$ cat src/rtl/pc_seq_pkg.sv
// pc_seq_pkg: shared types and helpers for the program-counter sequencer.
//   pc_seq_state_t : sequencer FSM states
//   step_log2()    : log2 of a power-of-two step, used to build the
//                    alignment mask applied to redirect targets
package pc_seq_pkg;

  typedef enum logic [1:0] {
    ST_IDLE    = 2'd0,
    ST_RUN     = 2'd1,
    ST_DONE    = 2'd2,
    ST_TIMEOUT = 2'd3
  } pc_seq_state_t;

  // Number of low PC bits that are always zero for a given step size.
  function automatic int step_log2(input int unsigned step);
    int r;
    r = 0;
    for (int i = 0; i < 32; i++) begin
      if ((32'd1 << i) < step) r = i + 1;
    end
    return r;
  endfunction

endpackage

$ cat src/rtl/cycle_watchdog.sv
// cycle_watchdog: saturating cycle counter with a fixed expiry limit.
//   clk, rst_n : clock, asynchronous active-low reset
//   clr        : synchronous clear to zero (wins over en)
//   en         : count this cycle
//   count      : current count, saturates at all-ones
//   expired    : count has reached MAX_CYCLES-1
module cycle_watchdog #(
  parameter int          CNT_W      = 16,
  parameter int unsigned MAX_CYCLES = 1024
) (
  input  logic             clk,
  input  logic             rst_n,
  input  logic             clr,
  input  logic             en,
  output logic [CNT_W-1:0] count,
  output logic             expired
);

  localparam logic [CNT_W-1:0] LIMIT = CNT_W'(MAX_CYCLES - 1);

  logic [CNT_W-1:0] cnt_q, cnt_d;

  always_comb begin
    cnt_d = cnt_q;
    if (clr) begin
      cnt_d = '0;
    end else if (en && (cnt_q != '1)) begin
      cnt_d = cnt_q + CNT_W'(1);
    end
  end

  always_ff @(posedge clk or negedge rst_n) begin
    if (!rst_n) cnt_q <= '0;
    else        cnt_q <= cnt_d;
  end

  assign count   = cnt_q;
  assign expired = (cnt_q == LIMIT);

endmodule

$ cat src/rtl/pc_sequencer.sv
// pc_sequencer: drives the PC of the datapath from START_PC to END_PC in
// steps of STEP, with stall, single-step, redirect, abort and a watchdog.
//   start          : begin a run (honoured in IDLE/DONE/TIMEOUT)
//   abort          : return to IDLE from any state
//   mode           : 0 free-run (advance unless stall), 1 single-step
//   step_req       : advance one PC in single-step mode
//   stall          : hold the PC in free-run mode
//   redirect_valid : load aligned redirect_pc as the next PC
//   pc / pc_valid  : current PC and whether it is a live address
//   done / timeout : run completed / watchdog fired (levels)
//   cycle_count    : RUN cycles in the current run, saturating
module pc_sequencer
  import pc_seq_pkg::*;
#(
  parameter int          ADDR_W     = 32,
  parameter int unsigned STEP       = 4,
  parameter int unsigned START_PC   = 0,
  parameter int unsigned END_PC     = 356,
  parameter int          CNT_W      = 16,
  parameter int unsigned MAX_CYCLES = 1024
) (
  input  logic              clk,
  input  logic              rst_n,
  input  logic              start,
  input  logic              abort,
  input  logic              mode,
  input  logic              step_req,
  input  logic              stall,
  input  logic              redirect_valid,
  input  logic [ADDR_W-1:0] redirect_pc,
  output logic [ADDR_W-1:0] pc,
  output logic              pc_valid,
  output logic              done,
  output logic              timeout,
  output logic [CNT_W-1:0]  cycle_count
);

  localparam int                ALIGN_BITS = step_log2(STEP);
  localparam logic [ADDR_W-1:0] START_V    = ADDR_W'(START_PC);
  localparam logic [ADDR_W-1:0] END_V      = ADDR_W'(END_PC);
  localparam logic [ADDR_W-1:0] STEP_V     = ADDR_W'(STEP);
  localparam logic [ADDR_W-1:0] ALIGN_MASK = ~((ADDR_W'(1) << ALIGN_BITS) - ADDR_W'(1));

  pc_seq_state_t     state_q, state_d;
  logic [ADDR_W-1:0] pc_q, pc_d;
  logic              pc_valid_q, pc_valid_d;
  logic              done_q, done_d;
  logic              timeout_q, timeout_d;

  logic advance;
  logic at_end;
  logic run_accept;
  logic wd_expired;

  assign advance    = mode ? step_req : !stall;
  assign at_end     = (pc_q == END_V);
  // A new run is accepted from any non-RUN state; abort takes precedence.
  assign run_accept = (state_q != ST_RUN) && start && !abort;

  cycle_watchdog #(
    .CNT_W      (CNT_W),
    .MAX_CYCLES (MAX_CYCLES)
  ) u_watchdog (
    .clk     (clk),
    .rst_n   (rst_n),
    .clr     (run_accept),
    .en      (state_q == ST_RUN),
    .count   (cycle_count),
    .expired (wd_expired)
  );

  // State register together with the registered outputs.
  always_ff @(posedge clk or negedge rst_n) begin
    if (!rst_n) begin
      state_q    <= ST_IDLE;
      pc_q       <= START_V;
      pc_valid_q <= 1'b0;
      done_q     <= 1'b0;
      timeout_q  <= 1'b0;
    end else begin
      state_q    <= state_d;
      pc_q       <= pc_d;
      pc_valid_q <= pc_valid_d;
      done_q     <= done_d;
      timeout_q  <= timeout_d;
    end
  end

  // Next-state logic.
  always_comb begin
    state_d = state_q;
    case (state_q)
      ST_RUN: begin
        if (abort)                  state_d = ST_IDLE;
        else if (redirect_valid)    state_d = ST_RUN;
        else if (at_end && advance) state_d = ST_DONE;
        else if (wd_expired)        state_d = ST_TIMEOUT;
      end
      default: begin
        if (abort)      state_d = ST_IDLE;
        else if (start) state_d = ST_RUN;
      end
    endcase
  end

  // Output logic: same priority order as the next-state logic.
  always_comb begin
    pc_d       = pc_q;
    pc_valid_d = pc_valid_q;
    done_d     = done_q;
    timeout_d  = timeout_q;
    case (state_q)
      ST_RUN: begin
        if (abort) begin
          pc_d       = START_V;
          pc_valid_d = 1'b0;
        end else if (redirect_valid) begin
          pc_d = redirect_pc & ALIGN_MASK;
        end else if (at_end && advance) begin
          pc_valid_d = 1'b0;
          done_d     = 1'b1;
        end else if (wd_expired) begin
          pc_valid_d = 1'b0;
          timeout_d  = 1'b1;
        end else if (advance) begin
          pc_d = pc_q + STEP_V;  // wraps silently modulo 2^ADDR_W
        end
      end
      default: begin
        if (abort || start) begin
          pc_d       = START_V;
          pc_valid_d = !abort;
          done_d     = 1'b0;
          timeout_d  = 1'b0;
        end
      end
    endcase
  end

  assign pc       = pc_q;
  assign pc_valid = pc_valid_q;
  assign done     = done_q;
  assign timeout  = timeout_q;

endmodule

$ cat config.mk
export PLATFORM = sky130hd
export DESIGN_NAME = pc_sequencer
export DESIGN_NICKNAME = d
export VERILOG_FILES = /design/src/rtl/pc_seq_pkg.sv /design/src/rtl/cycle_watchdog.sv /design/src/rtl/pc_sequencer.sv
export SDC_FILE = /design/constraint.sdc
export NUM_CORES = 1
export LEC_CHECK = 0
export BUFFER_PORTS_ARGS = -buffer_cell sky130_fd_sc_hd__buf_4
export CORE_MARGIN = 2
export CORE_UTILIZATION = 42
export CTS_CLUSTER_SIZE = 8
export DETAILED_ROUTE_END_ITERATION = 6
export PLACE_DENSITY_LB_ADDON = 0.25
export SETUP_SLACK_MARGIN = 0.15
export SLEW_MARGIN = 0
export SYNTH_ARGS = -nofsm -noshare
export SYNTH_HDL_FRONTEND = slang
export SYNTH_SLANG_ARGS = --single-unit
$ cat constraint.sdc
create_clock -name clk -period 2.3 [get_ports clk]
set_input_delay 0.345 -clock clk [delete_from_list [all_inputs] [get_ports clk]]
set_output_delay 0.345 -clock clk [all_outputs]
set_load 0.01 [all_outputs]
-- Word level (Yosys, flattened, before mapping)
Index checks and enable logic that the tools add are counted.
- add/sub/neg operators: 2
- equality and inequality tests: 16
- muxes and demuxes: 33
- reduce and logical (&&, ||, !) cells: 15
- operators with widths (operator ; count):
    $mux 32 ; 7
    $add 32x3->32 const B ; 1
    $eq 32x9->1 const B ; 1
    $mux 16 ; 2
    $mux 1 ; 17
    $add 16x1->16 const B ; 1
    $eq 16x10->1 const B ; 1
    $ne 16x16->1 const B ; 1
    $ne 4x4->1 const B ; 4
    $mux 2 ; 7
    $ne 2x2->1 const B ; 5
    $reduce_and 4->1 ; 2
    $ne 5x5->1 const B ; 1
    $reduce_and 5->1 ; 1
    $logic_and 1x1->1 ; 4
    $reduce_bool 2->1 ; 2
    $ne 3x3->1 const B ; 1
    $reduce_and 3->1 ; 1
    $reduce_bool 3->1 ; 1
    $eq 2x1->1 const B ; 1
    $logic_not 1->1 ; 2
    $ne 2x1->1 const B ; 1
    $reduce_and 2->1 ; 1
    $logic_or 1x1->1 ; 1
- flip-flop bits (word level): 53
- output and inout bits: 51

-- Logic depth before layout (Yosys ltp)
- depth after elaboration: 8
- mapped depth: 10

-- Cells and area by module
Synthesis repeated with hierarchy kept, for this count alone.
- cells, all modules: 384
- area total of the unflattened synthesis: 3244.4 µm²
- modules (own cells, without submodules) (module ; instances ; cells an instance ; area an instance (µm²) ; sequential area each (µm²)):
    pc_sequencer ; 1 ; 287 ; 2283.4 ; 875.8
    cycle_watchdog ; 1 ; 97 ; 960.9 ; 400.4

-- Worst setup path before layout
OpenSTA, ideal clock, no wires.
- kind: register to register
- from: register u_watchdog.cnt_q[0] (netlist: u_watchdog.count[0])
- to: register pc_q[16] (netlist: pc[16])
- library setup time: 122 ps
- arrival: 2003 ps
- required time: 2178 ps
- setup slack: 175 ps
- cell stages (with the launch flop): 8
- buffers on the path: 0
- period minus slack after synthesis: 2125 ps
- cell sequence: dfrtp_1 -> ha_1 -> or4bb_1 -> nor4_4 -> nor3_2 -> a21boi_4 -> nor3_2 -> a32o_1
- word-level cells in the longest chain between the ends: 3
- ends and longest elaborated chain (element ; line ; source):
    start: declaration ; cycle_watchdog.sv:21 ; logic [CNT_W-1:0] cnt_q, cnt_d;
    start signal: assignment ; cycle_watchdog.sv:34 ; else cnt_q <= cnt_d;
    $eq 16x10->1 ; cycle_watchdog.sv:38 ; assign expired = (cnt_q == LIMIT);
    $ne 4x4->1 (no source line) ; -- ;
    $reduce_and 4->1 (no source line) ; -- ;
    end signal: assignment ; pc_sequencer.sv:82 ; pc_q <= pc_d;
    end: declaration ; pc_sequencer.sv:45 ; logic [ADDR_W-1:0] pc_q, pc_d;
Every way passes these cells.
A chain may end at the register's enable or synchronous reset.

-- Final worst setup path
- from: register u_watchdog.cnt_q[1] (netlist: u_watchdog.count[1])
- to: register pc_q[12] (netlist: pc[12])
The elaborated chain is that of the path after synthesis.

==> run summary <==
Status: finished, final reports clean
Routability congestion estimate: 0.900
I/O pin count: 91
Max cap viols: 0
Reg2reg setup slack: 0.12 ns
DRC errors left: 0
Cts bufs inserted: 5
HP Class: in2async
Mapped Area: 0.00330 mm²
Final setup violation count: 0
Die width: 92.6 µm
Setup crit end kind: flop
Largest net degree at the start of global routing: 52
Syn avg cell area: 8.43 µm²
Die Ht: 92.6 µm
Data required, critical path: 2.54 ns
Crit share post-route: 0.948
Yosys top cell area share: 0.387
Critical Path Source Type: flop
Ys Warns: 0
CTS max path bufs: 2
Routed Antenna Nets: 0
Antenna violations before repair: 0
VDD IR max: 308 µV
PortBufs: 86
Worst slew pin tran: 0.709 ns
Pre-Repair DR Iteration Count: 4
Skew-Pair Late Insertion Delay: 0.31 ns
FF-to-FF path depth: 9
Clk pin slew, worst setup/hold paths: 0.10 ns
DR iter-0 viols: 181
P_leak: 0.00199 µW
Row cnt: 32
R2r endpoint: pc[12]
Crit-path max FO: 7
Seq cells post-synth: 51
Clock period minus final worst setup slack: 2.18 ns
Setup repair after global routing missed its margin: yes
H-tree Lvls: 2
R2r startpoint: u_watchdog.count[1]
Top_reg_cell synth: dfrtp_1
Max transition margin: 0.527
EDFF count, synth: 0
Pwr dens: 517 mW/mm²
DP Wirelength: 7530 µm
WL/cell: 17.0 µm
Grt ovf: 0
Yosys top cell by area: dfrtp_1
Setup TNS: 0 ns
Clk root buf: clkbuf_8
Highest clock rate: 458 MHz
Setup CP Type: reg2reg
Vias post-DR: 3587
Post-synthesis sequential area ratio: 0.387
Count of final hold-check violations: 0
Synth-to-layout area growth: 38.6%
Library cells used by synthesis: 58
GRT Util Overall: 0.245
Number of global-route vias before repair: 3361
First-pass GRT wire length: 16800 µm
CTS tree: done
Nets@finish: 556
Core Area: 0.00765 mm²
Fraction of layout cells with a size suffix above 1: 0.329
Asr flop ratio synth: 1.00
Mapped Cells: 391
Clk sinks: 51
Tot Pwr: 2360 µW
Die Area: 0.00857 mm²
Total wire length: 10400 µm
Clock Skew: 0.0137 ns
Final max-slew violation count: 0
Starting Density: 0.431
Vias/cell: 5.83
Top post-synthesis cells by area: dfrtp_1, nand2_1, nor2_1
CP Data Arrival Time: 2.42 ns
WHS: 0.0510 ns
Antenna Cells: 0
[how the worst max path moves through the flow]
stage | to | slack (ns) | startpoint | depth (start not counted)
after global routing | pc[30] | 0.02 | u_watchdog.count[0] | 9
after global placement | pc[25] | 0.03 | u_watchdog.count[0] | 7
after CTS | pc[24] | 0.12 | u_watchdog.count[0] | 9
final | pc[12] | 0.12 | u_watchdog.count[1] | 9
after floorplan | pc[16] | 0.18 | u_watchdog.count[0] | 7
after detailed placement | pc[27] | -0.03 | u_watchdog.count[0] | 7
[cell families after synthesis]
| kind of cell | synth area share |
|---|---|
| xor gates and xnor gates | 0.0319 |
| DFF | 0.387 |
| and+or+nand+nor | 0.330 |
| adders and majority gates | 0.0152 |
| other | 0.00114 |
| AOI/OAI and AO/OA | 0.185 |
| buffers and inverters | 0.0372 |
| muxes | 0.0125 |
[state kept, by name (all words and copies together) (netlist names)]
register          count
pc_valid              1
pc                   30
timeout               1
u_watchdog.count     16
state_q               2
done                  1
[repair_timing]
item                                    in CTS  in global routing
resized for setup                            7                 20
pin swaps                                    1                 19
setup buffers                                2                  5
endpoints found under the setup margin      29                 35
cloned                                       0                  1
hold buffers                                 0                  0
hold endpoints to repair                     0                  0
[report_power, final]
part,switching [µW],internal [µW]
combinational,337,320
sequential,71.4,959
clock,323,353
total,731,1630
[worst max-delay path, stage by stage, from the launching register on]
cell     delay [ns]
dfrtp_1        0.40
ha_2           0.20
or4bb_4        0.21
nor4_4         0.04
buf_4          0.16
nor3_4         0.27
nand2_4        0.13
buf_4          0.15
or4_1          0.46
nand3_1        0.09
[cell type report]
type | count | area [µm²]
Fill cell | 717 | 3080
Multi-Input combinational cell | 316 | 2030
Sequential cell | 51 | 1280
Timing Repair Buffer | 131 | 992
Tap cell | 102 | 128
Clock buffer | 6 | 82.6
Clock inverter | 2 | 35.0
Inverter | 7 | 26.3
[layout by cell type (no fill, tap or decap), types with 3 or more instances in the layout]
cell type and instances:
and4_1 3, dfrtp_1 50, nand3_1 24, clkbuf_8 6, nor4_1 8, nor2_1 41
or4_1 3, o21ai_1 10, o22ai_1 3, o211ai_1 8, xnor2_1 12, o31a_1 4
a21oi_1 15, inv_1 7, o21ai_0 7, buf_6 3, mux2i_1 3, nand2_1 54
and3_1 9, buf_4 127, a31oi_1 5, a22o_1 3, ha_1 3, nor3_1 16
or3_1 4, o31ai_1 7, nand4_1 11, a22oi_1 4, a32o_1 7, and2_1 4
[stage by stage]
stage	worst slack, ns	utilization	instance area, µm²	cells
6_report	0.119	0.597	4570	615
5_1_grt	0.0239	0.597	4570	615
4_1_cts	0.118	0.578	4420	609
3_5_place_dp	-0.0266	0.556	4250	599
3_3_place_gp	0.0274	0.556	4250	599
2_1_floorplan	0.175	-	3300	392
[cell usage after synthesis (8+ instances only)]
cell type  count
a21oi_1       15
and3_1         9
clkbuf_1       9
dfrtp_1       51
nand2_1       55
nand3_1       25
nand4_1       11
nor2_1        43
nor3_1        16
nor4_1         9
o211ai_1       8
o21ai_1       10
xnor2_1       12
[metal layers]
| metal | track usage | share of wire |
|---|---|---|
| met4 | 0.0808 | 0.018 |
| met5 | 0 | 0 |
| met2 | 0.416 | 0.49 |
| met1 | 0.314 | 0.41 |
| met3 | 0.0448 | 0.076 |
Note: power is estimated with default switching activity, not from simulation.
